### src/rtl/tour_pkg.sv
// tour_pkg -- shared types and constants for the knight's tour command sequencer.
//   tour_state_e : sequencer states
//   OP_*         : command opcodes (upper nibble of a 16-bit command)
//   HDG_*        : heading byte for each compass direction
//   RESP_*       : response bytes returned to the UART wrapper
package tour_pkg;

    typedef enum logic [2:0] {
        IDLE,
        LEG1_ISSUE,
        LEG1_WAIT,
        LEG2_ISSUE,
        LEG2_WAIT
    } tour_state_e;

    localparam logic [3:0] OP_MOVE         = 4'b0010;
    localparam logic [3:0] OP_MOVE_FANFARE = 4'b0011;

    localparam logic [7:0] HDG_N = 8'h00;
    localparam logic [7:0] HDG_W = 8'h3F;
    localparam logic [7:0] HDG_S = 8'h7F;
    localparam logic [7:0] HDG_E = 8'hBF;

    localparam logic [7:0] RESP_ACK  = 8'h5A;
    localparam logic [7:0] RESP_DONE = 8'hA5;

    // Build a command word: {opcode, heading, squares}.
    function automatic logic [15:0] make_cmd(input logic [3:0] op,
                                             input logic [7:0] hdg,
                                             input logic [3:0] sq);
        return {op, hdg, sq};
    endfunction

endpackage

### src/rtl/knight_leg_decode.sv
// knight_leg_decode -- splits a one-hot knight move into two straight-line legs.
//   mv_reg_i   : one-hot knight move
//   leg1_cmd_o : Y-axis leg command (plain move opcode)
//   leg2_cmd_o : X-axis leg command (move + fanfare opcode)
//   legal_o    : 1 when mv_reg_i is exactly one-hot
module knight_leg_decode
    import tour_pkg::*;
(
    input  logic [7:0]  mv_reg_i,
    output logic [15:0] leg1_cmd_o,
    output logic [15:0] leg2_cmd_o,
    output logic        legal_o
);

    always_comb begin
        leg1_cmd_o = 16'h0000;
        leg2_cmd_o = 16'h0000;
        legal_o    = 1'b0;
        // Only the eight exactly-one-hot codes match; anything else is illegal.
        case (mv_reg_i)
            8'h01: begin legal_o = 1'b1; leg1_cmd_o = make_cmd(OP_MOVE, HDG_N, 4'd2); leg2_cmd_o = make_cmd(OP_MOVE_FANFARE, HDG_W, 4'd1); end
            8'h02: begin legal_o = 1'b1; leg1_cmd_o = make_cmd(OP_MOVE, HDG_N, 4'd2); leg2_cmd_o = make_cmd(OP_MOVE_FANFARE, HDG_E, 4'd1); end
            8'h04: begin legal_o = 1'b1; leg1_cmd_o = make_cmd(OP_MOVE, HDG_N, 4'd1); leg2_cmd_o = make_cmd(OP_MOVE_FANFARE, HDG_W, 4'd2); end
            8'h08: begin legal_o = 1'b1; leg1_cmd_o = make_cmd(OP_MOVE, HDG_S, 4'd1); leg2_cmd_o = make_cmd(OP_MOVE_FANFARE, HDG_W, 4'd2); end
            8'h10: begin legal_o = 1'b1; leg1_cmd_o = make_cmd(OP_MOVE, HDG_S, 4'd2); leg2_cmd_o = make_cmd(OP_MOVE_FANFARE, HDG_W, 4'd1); end
            8'h20: begin legal_o = 1'b1; leg1_cmd_o = make_cmd(OP_MOVE, HDG_S, 4'd2); leg2_cmd_o = make_cmd(OP_MOVE_FANFARE, HDG_E, 4'd1); end
            8'h40: begin legal_o = 1'b1; leg1_cmd_o = make_cmd(OP_MOVE, HDG_S, 4'd1); leg2_cmd_o = make_cmd(OP_MOVE_FANFARE, HDG_E, 4'd2); end
            8'h80: begin legal_o = 1'b1; leg1_cmd_o = make_cmd(OP_MOVE, HDG_N, 4'd1); leg2_cmd_o = make_cmd(OP_MOVE_FANFARE, HDG_E, 4'd2); end
            default: ;
        endcase
    end

endmodule

### src/rtl/tour_cmd.sv
// tour_cmd -- sequences a knight's tour into motion commands, sharing the command
// processor interface with the UART path.
//   clk, rst                        : clock, synchronous active-high reset
//   cmd_UART, cmd_rdy_UART          : command from UART wrapper (passed through in IDLE)
//   clr_cmd_rdy_UART                : consume strobe back to UART wrapper (IDLE only)
//   tour_go                         : 1-clk start pulse
//   move / mv_indx                  : solver memory read data / address
//   cmd, cmd_rdy, clr_cmd_rdy       : command handshake to command processor;
//                                     cmd_rdy stays high until clr_cmd_rdy consumes cmd
//   send_resp                       : command processor finished the current command
//   resp                            : response byte for UART wrapper
//   tour_busy, tour_err             : tour owns the interface / illegal move pulse
module tour_cmd
    import tour_pkg::*;
#(
    parameter int NUM_MOVES = 24
) (
    input  logic        clk,
    input  logic        rst,
    input  logic [15:0] cmd_UART,
    input  logic        cmd_rdy_UART,
    output logic        clr_cmd_rdy_UART,
    input  logic        tour_go,
    input  logic [7:0]  move,
    output logic [4:0]  mv_indx,
    output logic [15:0] cmd,
    output logic        cmd_rdy,
    input  logic        clr_cmd_rdy,
    input  logic        send_resp,
    output logic [7:0]  resp,
    output logic        tour_busy,
    output logic        tour_err
);

    localparam logic [4:0] LAST_IDX = 5'(NUM_MOVES - 1);

    tour_state_e state_q, state_d;
    logic [4:0]  mv_indx_q, mv_indx_d;
    logic [7:0]  mv_reg_q, mv_reg_d;
    logic        cmd_rdy_q, cmd_rdy_d;
    logic        tour_err_q, tour_err_d;
    // ld_q: mv_indx just advanced, memory data for the new index is valid this cycle.
    // chk_q: mv_reg freshly latched, legality not yet checked; cmd_rdy held low.
    logic        ld_q, ld_d;
    logic        chk_q, chk_d;

    logic [15:0] leg1_cmd, leg2_cmd;
    logic        leg_legal;
    logic        last_move;

    knight_leg_decode u_decode (
        .mv_reg_i   (mv_reg_q),
        .leg1_cmd_o (leg1_cmd),
        .leg2_cmd_o (leg2_cmd),
        .legal_o    (leg_legal)
    );

    assign last_move = (mv_indx_q == LAST_IDX);

    always_ff @(posedge clk) begin
        if (rst) begin
            state_q    <= IDLE;
            mv_indx_q  <= 5'd0;
            mv_reg_q   <= 8'h00;
            cmd_rdy_q  <= 1'b0;
            tour_err_q <= 1'b0;
            ld_q       <= 1'b0;
            chk_q      <= 1'b0;
        end else begin
            state_q    <= state_d;
            mv_indx_q  <= mv_indx_d;
            mv_reg_q   <= mv_reg_d;
            cmd_rdy_q  <= cmd_rdy_d;
            tour_err_q <= tour_err_d;
            ld_q       <= ld_d;
            chk_q      <= chk_d;
        end
    end

    always_comb begin
        state_d          = state_q;
        mv_indx_d        = mv_indx_q;
        mv_reg_d         = mv_reg_q;
        cmd_rdy_d        = cmd_rdy_q;
        tour_err_d       = 1'b0;
        ld_d             = ld_q;
        chk_d            = chk_q;
        cmd              = cmd_UART;
        cmd_rdy          = cmd_rdy_q;
        clr_cmd_rdy_UART = 1'b0;
        resp             = RESP_ACK;
        tour_busy        = 1'b1;

        case (state_q)
            IDLE: begin
                cmd              = cmd_UART;
                cmd_rdy          = cmd_rdy_UART;
                clr_cmd_rdy_UART = clr_cmd_rdy;
                resp             = RESP_DONE;
                tour_busy        = 1'b0;
                if (tour_go) begin
                    mv_indx_d = 5'd0;
                    mv_reg_d  = move;
                    chk_d     = 1'b1;
                    cmd_rdy_d = 1'b0;
                    state_d   = LEG1_ISSUE;
                end
            end
            LEG1_ISSUE: begin
                cmd = leg1_cmd;
                if (ld_q) begin
                    mv_reg_d = move;
                    ld_d     = 1'b0;
                    chk_d    = 1'b1;
                end else if (chk_q) begin
                    chk_d = 1'b0;
                    if (leg_legal) begin
                        cmd_rdy_d = 1'b1;
                    end else begin
                        tour_err_d = 1'b1;
                        state_d    = IDLE;
                    end
                end else if (cmd_rdy_q && clr_cmd_rdy) begin
                    cmd_rdy_d = 1'b0;
                    state_d   = LEG1_WAIT;
                end
            end
            LEG1_WAIT: begin
                cmd = leg1_cmd;
                if (send_resp) begin
                    cmd_rdy_d = 1'b1;
                    state_d   = LEG2_ISSUE;
                end
            end
            LEG2_ISSUE: begin
                cmd = leg2_cmd;
                if (cmd_rdy_q && clr_cmd_rdy) begin
                    cmd_rdy_d = 1'b0;
                    state_d   = LEG2_WAIT;
                end
            end
            LEG2_WAIT: begin
                cmd = leg2_cmd;
                if (send_resp) begin
                    if (last_move) begin
                        resp    = RESP_DONE;
                        state_d = IDLE;
                    end else begin
                        mv_indx_d = mv_indx_q + 5'd1;
                        ld_d      = 1'b1;
                        state_d   = LEG1_ISSUE;
                    end
                end
            end
            default: state_d = IDLE;
        endcase
    end

    assign mv_indx  = mv_indx_q;
    assign tour_err = tour_err_q;

endmodule

### config.mk
export PLATFORM = sky130hd
export DESIGN_NAME = tour_cmd
export DESIGN_NICKNAME = d
export VERILOG_FILES = /design/src/rtl/tour_pkg.sv /design/src/rtl/knight_leg_decode.sv /design/src/rtl/tour_cmd.sv
export SDC_FILE = /design/constraint.sdc
export NUM_CORES = 1
export LEC_CHECK = 0
export CORE_AREA = 10 10 86 88
export CTS_CLUSTER_SIZE = 28
export DETAILED_ROUTE_END_ITERATION = 10
export DIE_AREA = 0 0 96 98
export GPL_ROUTABILITY_DRIVEN = 0
export GPL_TIMING_DRIVEN = 0
export PLACE_DENSITY = 0.7
export SYNTH_ARGS = -nofsm -noshare
export SYNTH_HDL_FRONTEND = slang
export SYNTH_HIERARCHICAL = 1
export SYNTH_SLANG_ARGS = --single-unit
### constraint.sdc
create_clock -name clk -period 2.2 [get_ports clk]
set_input_delay 0.22 -clock clk [delete_from_list [all_inputs] [get_ports clk]]
set_output_delay 0.22 -clock clk [all_outputs]
set_load 0.01 [all_outputs]
Yosys cells after proc, flatten, opt, wreduce, memory -nomap -nowiden:

Cells that the tools add are included.

* add/subtract/negate cells: 1
* equal/unequal tests: 23
* multiplexer cells: 41
* bitwise gates (word level): 2
* reduce and logical (&&, ||, !) cells: 24

Operators by type and width (count)
* $pmux 14 s4: 2
* $mux 8: 4
* $pmux 16 s2: 1
* $pmux 8 s2: 2
* $mux 3: 8
* $reduce_or 2->1: 10
* $mux 1: 16
* $mux 5: 3
* $pmux 3 s5: 1
* $ne 2x2->1 const B: 7
* $pmux 5 s2: 1
* $ne 3x3->1 const B: 3
* $eq 8x1->1 const B: 1
* $eq 8x2->1 const B: 1
* $eq 8x3->1 const B: 1
* $eq 8x4->1 const B: 1
* $eq 8x5->1 const B: 1
* $eq 8x6->1 const B: 1
* $eq 8x7->1 const B: 1
* $eq 8x8->1 const B: 1
* $reduce_or 8->1: 1
* $reduce_and 7->1: 1
* $eq 3x2->1 const B: 2
* $reduce_and 3->1: 2
* other kinds (15): 19

* bits in registers: 20

Logic depth before layout (Yosys ltp):

* depth in word-level cells: 7
* gate-level depth with buffers: 9

Hierarchy:

Netlist, hierarchy kept.

Modules (own cells, without submodules)
* tour_cmd: times used 1, cells each 229, area an instance 1765.4 µm², seq. area each 400.4 µm²
* knight_leg_decode: times used 1, cells each 61, area an instance 451.7 µm², seq. area each 0.0 µm²

Least setup slack after synthesis:

Ideal clock, no wire load.

* path kind: register to output
* start point: register mv_reg_q[3]
* end point: output cmd[5]
* arrival: 2253 ps
* data required time: 1980 ps
* slack: -273 ps
* stages on the path, launching flop included: 8
* buffers on the path: 1
* cells stage by stage: dfxtp_1 -> inv_2 -> or4_4 -> a2111oi_2 -> buf_4 -> mux2_2 -> o22ai_1 -> a211oi_1

* cells in the longest elaborated chain, start to end: 4
* elaborated cells between the ends (all ways): 19

Ends and longest elaborated chain
* from (decl): RTL line tour_cmd.sv:39 `logic [7:0] mv_reg_q, mv_reg_d;`
* from (signal assigned): RTL line tour_cmd.sv:72 `mv_reg_q <= mv_reg_d;`
* $eq 8x3->1, or another cell as far along: RTL line knight_leg_decode.sv:20 `case (mv_reg_i)`
* $reduce_or 2->1 (no line)
* $pmux 14 s4 *: RTL line knight_leg_decode.sv:20
* named net leg1_cmd[5]: RTL line tour_cmd.sv:47 `logic [15:0] leg1_cmd, leg2_cmd;`
* $pmux 16 s2 *: RTL line tour_cmd.sv:94 `case (state_q)`
* to (decl): RTL line tour_cmd.sv:26 `output logic [15:0] cmd,`

The timed path passes the listed nets; every way through them passes the cells marked *.

Final worst setup path:

* start point: register mv_reg_q[6]
* end point: output cmd[8]

The elaborated chain is that of the path after synthesis.

==> impl_results.rst <==
.. list-table::
   :header-rows: 1

   * - Metric
     - Value
   * - Result of the run
     - complete, but fails checks
   * - Violations in the final reports
     - negative setup slack
   * - Crit path setup slack, layout
     - -0.3560 ns
   * - Total I/O pin count
     - 63
   * - Number of storage elements in the synthesis netlist
     - 20
   * - Width of the chip
     - 96 microns
   * - Worst Skew
     - 0.001366 ns
   * - Ratio of routed vias to standard cells
     - 5.439
   * - Async set or reset register ratio after synthesis
     - 0%
   * - Count of distinct cell types in the synthesized netlist
     - 59
   * - Post-CTS clock slew at the launch and capture registers of the worst setup and hold paths
     - 0.08 ns
   * - EDFF count, synth
     - 0
   * - Number of buffers created by CTS
     - 3
   * - Clock tree from TritonCTS
     - built
   * - Synth Cell Area
     - 2217 sq um
   * - Worst Hold Margin
     - 0.3546 ns
   * - Floorplan Core Area
     - 5746 sq um
   * - Startpoint Class
     - flip-flop
   * - Overall die area
     - 9408 sq um
   * - Initial standard-cell utilization of the core
     - 38.59%
   * - Inserted Diodes
     - 0
   * - Routed Antenna Nets
     - 0
   * - Leakage power figure
     - 1.424 nW
   * - Number of global-route vias before repair
     - 2374
   * - Number of instances in the synthesized netlist
     - 290
   * - Share of synthesized cell area in full adder, half adder and majority cells
     - 0.5643%
   * - Wire length after detailed routing
     - 7.265 mm
   * - Quantity of I/O buffers inserted on ports
     - 60
   * - Post-synthesis share of cell area spent on and, or, nand and nor gates
     - 21.22%
   * - Pwr Total
     - 0.002247 W
   * - Dominant combinational cell family by area after synthesis
     - compound AO/OA/AOI/OAI gates
   * - Post-synthesis average cell area
     - 7.645 sq um
   * - Number of cell rows
     - 28
   * - Path type of the worst setup path
     - reg -> out
   * - Dominant cells by area after synthesis
     - dfxtp_1 18%, buf_4 11%, o22ai_1 9.0%
   * - Share of final-layout standard cells stronger than drive strength 1
     - 41.51%
   * - Arrival time of the worst setup path
     - 2.34 ns
   * - Post-layout minimum cycle time
     - 2.556 ns
   * - RSZ-0062 raised after global routing
     - yes
   * - Number of nets in the layout
     - 415
   * - Compound-Gate Fraction of Synth Area
     - 28.67%
   * - First-pass iteration count of the detailed router
     - 4
   * - Setup-failing EPs final
     - 12
   * - Cell type contributing the most total cell area after synthesis
     - dfxtp_1
   * - Deepest clock path buffer count
     - 2
   * - Wire length per cell
     - 15.86 microns
   * - Multiplexer area fraction after synthesis
     - 12.70%
   * - Area growth syn-to-layout
     - 56.04%
   * - GRT Resource Usage Total
     - 14.05%
   * - Total vias in the final route
     - 2491
   * - Height of the chip
     - 98 microns
   * - Worst EP required
     - 1.98 ns
   * - Final worst path period share
     - 116.2%
   * - Number of antenna violations at the first check in global routing
     - 0
   * - Maximum number of pins on one net before global-route repair
     - 12
   * - Endpoint type of the worst setup path
     - primary output
   * - Wire length of the first global-routing pass
     - 11.25 mm
   * - Hpwl dp
     - 5.034 mm
   * - Max IR drop VDD
     - 0.0004226 V
   * - Sequential cell area fraction in the yosys report
     - 18.06%
   * - Pwr per Cell Area
     - 649.5 nW/um^2
   * - Yosys Warn Count
     - 6
   * - Slack of the worst reg-to-reg path
     - -0.06 ns
   * - Critical path's slowest cell
     - or4_4
   * - Commonest non-fill, non-tap cell in the layout
     - buf_4
   * - Area fraction of the dominant cell type after synthesis
     - 18.06%
   * - Headroom to the max-slew limit
     - 66.63%
   * - Accumulated negative setup slack
     - -3.086 ns
   * - Largest incremental delay on the critical path
     - 0.54 ns
   * - Initial DRC count
     - 152
   * - Critical Path, Cell by Cell
     - or4_4, a2111oi_4, buf_6, buf_4, mux2_4, o22ai_2, a211oi_2, buf_2
   * - Cell chosen for the clock root
     - clkbuf_8
   * - Top library cells by usage in the layout, fill and taps aside
     - 47 x buf_4, 35 x clkdlybuf4s50_1, 32 x nor2_1
   * - Clock Sinks
     - 20
   * - CTS hold repair buffers
     - 0
   * - Fin. max-slew vios
     - 0
   * - Number of H-tree levels
     - 1
   * - Count of final hold-check violations
     - 0
   * - Xor/xnor share of the synthesized area
     - 1.580%
   * - Latest clock arrival within the worst-skew pair
     - 0.26 ns
   * - Most used flip-flop cell after synthesis
     - dfxtp_1
   * - Grt total ovfl
     - 0
   * - Worst-path fanout max
     - 8
   * - Min-delay worst type
     - in -> reg
   * - Slew at the pin closest to its max-slew limit
     - 0.5006 ns
   * - DRC violation count after routing
     - 0
   * - Timing-limited maximum frequency
     - 391.2 MHz
   * - Number of maximum-capacitance violations
     - 0
[registers in the layout, indices dropped and copies added (netlist names)]
| register | cells |
|---|---|
| chk_q | 1 |
| mv_indx | 5 |
| tour_err | 1 |
| state_q | 3 |
| mv_reg_q | 8 |
| ld_q | 1 |
| cmd_rdy_q | 1 |
[layout make-up]
cell class                 instances  area, sq um
fill                             518         2286
buffer                            50        369.1
timing repair buffer              82        740.7
inverter                           8        30.03
tap                               75        93.84
multi-input combinational        219         1740
clock buffer                       4        55.05
sequential                        20        430.4
[cells by family (layout without fill, tap and decap cells)]
logic type | after synthesis | after routing
xor+xnor | 4 | 4
simple gates | 89 | 89
other cells | 1 | 11
fa+ha+maj | 1 | 1
mux | 26 | 26
buf+inv | 61 | 144
flops | 20 | 20
compound gates | 88 | 88
[metal layers]
| layer | up-vias | track usage, % | share of wire, % | routed length (microns) |
|---|---|---|---|---|
| li1 | 1222 | - | - | - |
| met1 | 1183 | 17.31 | 43 | 3139 |
| met2 | 79 | 24.29 | 49 | 3535 |
| met3 | 7 | 3.446 | 7.6 | 550 |
| met4 | 0 | 1.816 | 0.52 | 38 |
| met5 | - | 0 | 0 | 0 |
[critical path: cells and delay by family, from the launching register on]
family	cells	cell delay, ns
compound gates	3	0.54
flops	1	0.37
mux	1	0.13
simple gates	1	0.54
buf+inv	3	0.48
[repair_timing]
| item | in CTS | in global routing |
|---|---|---|
| gates resized for setup | 108 | 38 |
| pin swaps | 18 | 19 |
| setup endpoints to repair | 27 | 22 |
| endpoints found under the hold margin | 0 | 0 |
| setup buffers | 18 | 5 |
[Yosys cell counts, drive strengths merged (2+ instances only)]
| cell | count |
|---|---|
| nor2 | 37 |
| a311oi | 3 |
| xor2 | 3 |
| mux2i | 9 |
| inv | 8 |
| nand2 | 15 |
| nor2b | 2 |
| buf | 44 |
| a211oi | 17 |
| o21ai | 4 |
| a22oi | 2 |
| mux2 | 17 |
| nand3 | 4 |
| dfxtp | 20 |
| a31oi | 3 |
| o22ai | 32 |
| a21oi | 12 |
| nand2b | 5 |
| clkbuf | 9 |
| o211ai | 2 |
| nor4 | 4 |
| nor3 | 5 |
| or2 | 6 |
| and3 | 3 |
[worst paths after layout]
| check | startpoint | to | cells after the start |
|---|---|---|---|
| setup / recovery | mv_reg_q[6]$_SDFFE_PP0P_ | cmd[8] | 8 |
| hold / removal | rst | state_q[1]$_SDFFE_PP0P_ | 2 |
| setup reg to reg | mv_reg_q[6]$_SDFFE_PP0P_ | cmd_rdy_q$_SDFFE_PP0P_ | 10 |
| hold reg to reg | mv_reg_q[7]$_SDFFE_PP0P_ | mv_reg_q[7]$_SDFFE_PP0P_ | 2 |
[report_power, final]
group	internal [W]	total, W	switching, W
Combinational	0.000823	0.00153	0.000711
Sequential	0.000387	0.000417	0.0000309
Clock	0.000160	0.000295	0.000135
Total	0.00137	0.00225	0.000877
[stage by stage]
stage	instance area [sq um]	std cells	utilization (%)	setup slack (ns)
3_5_place_dp	3014	435	52.46	-0.7839
5_1_grt	3460	458	60.21	-0.4649
4_1_cts	3303	455	57.49	-0.4308
6_report	3460	458	60.21	-0.3560
2_1_floorplan	2320	300	-	-0.02247
3_3_place_gp	3014	435	52.46	-0.7367
Note: power is estimated with default switching activity, not from simulation.
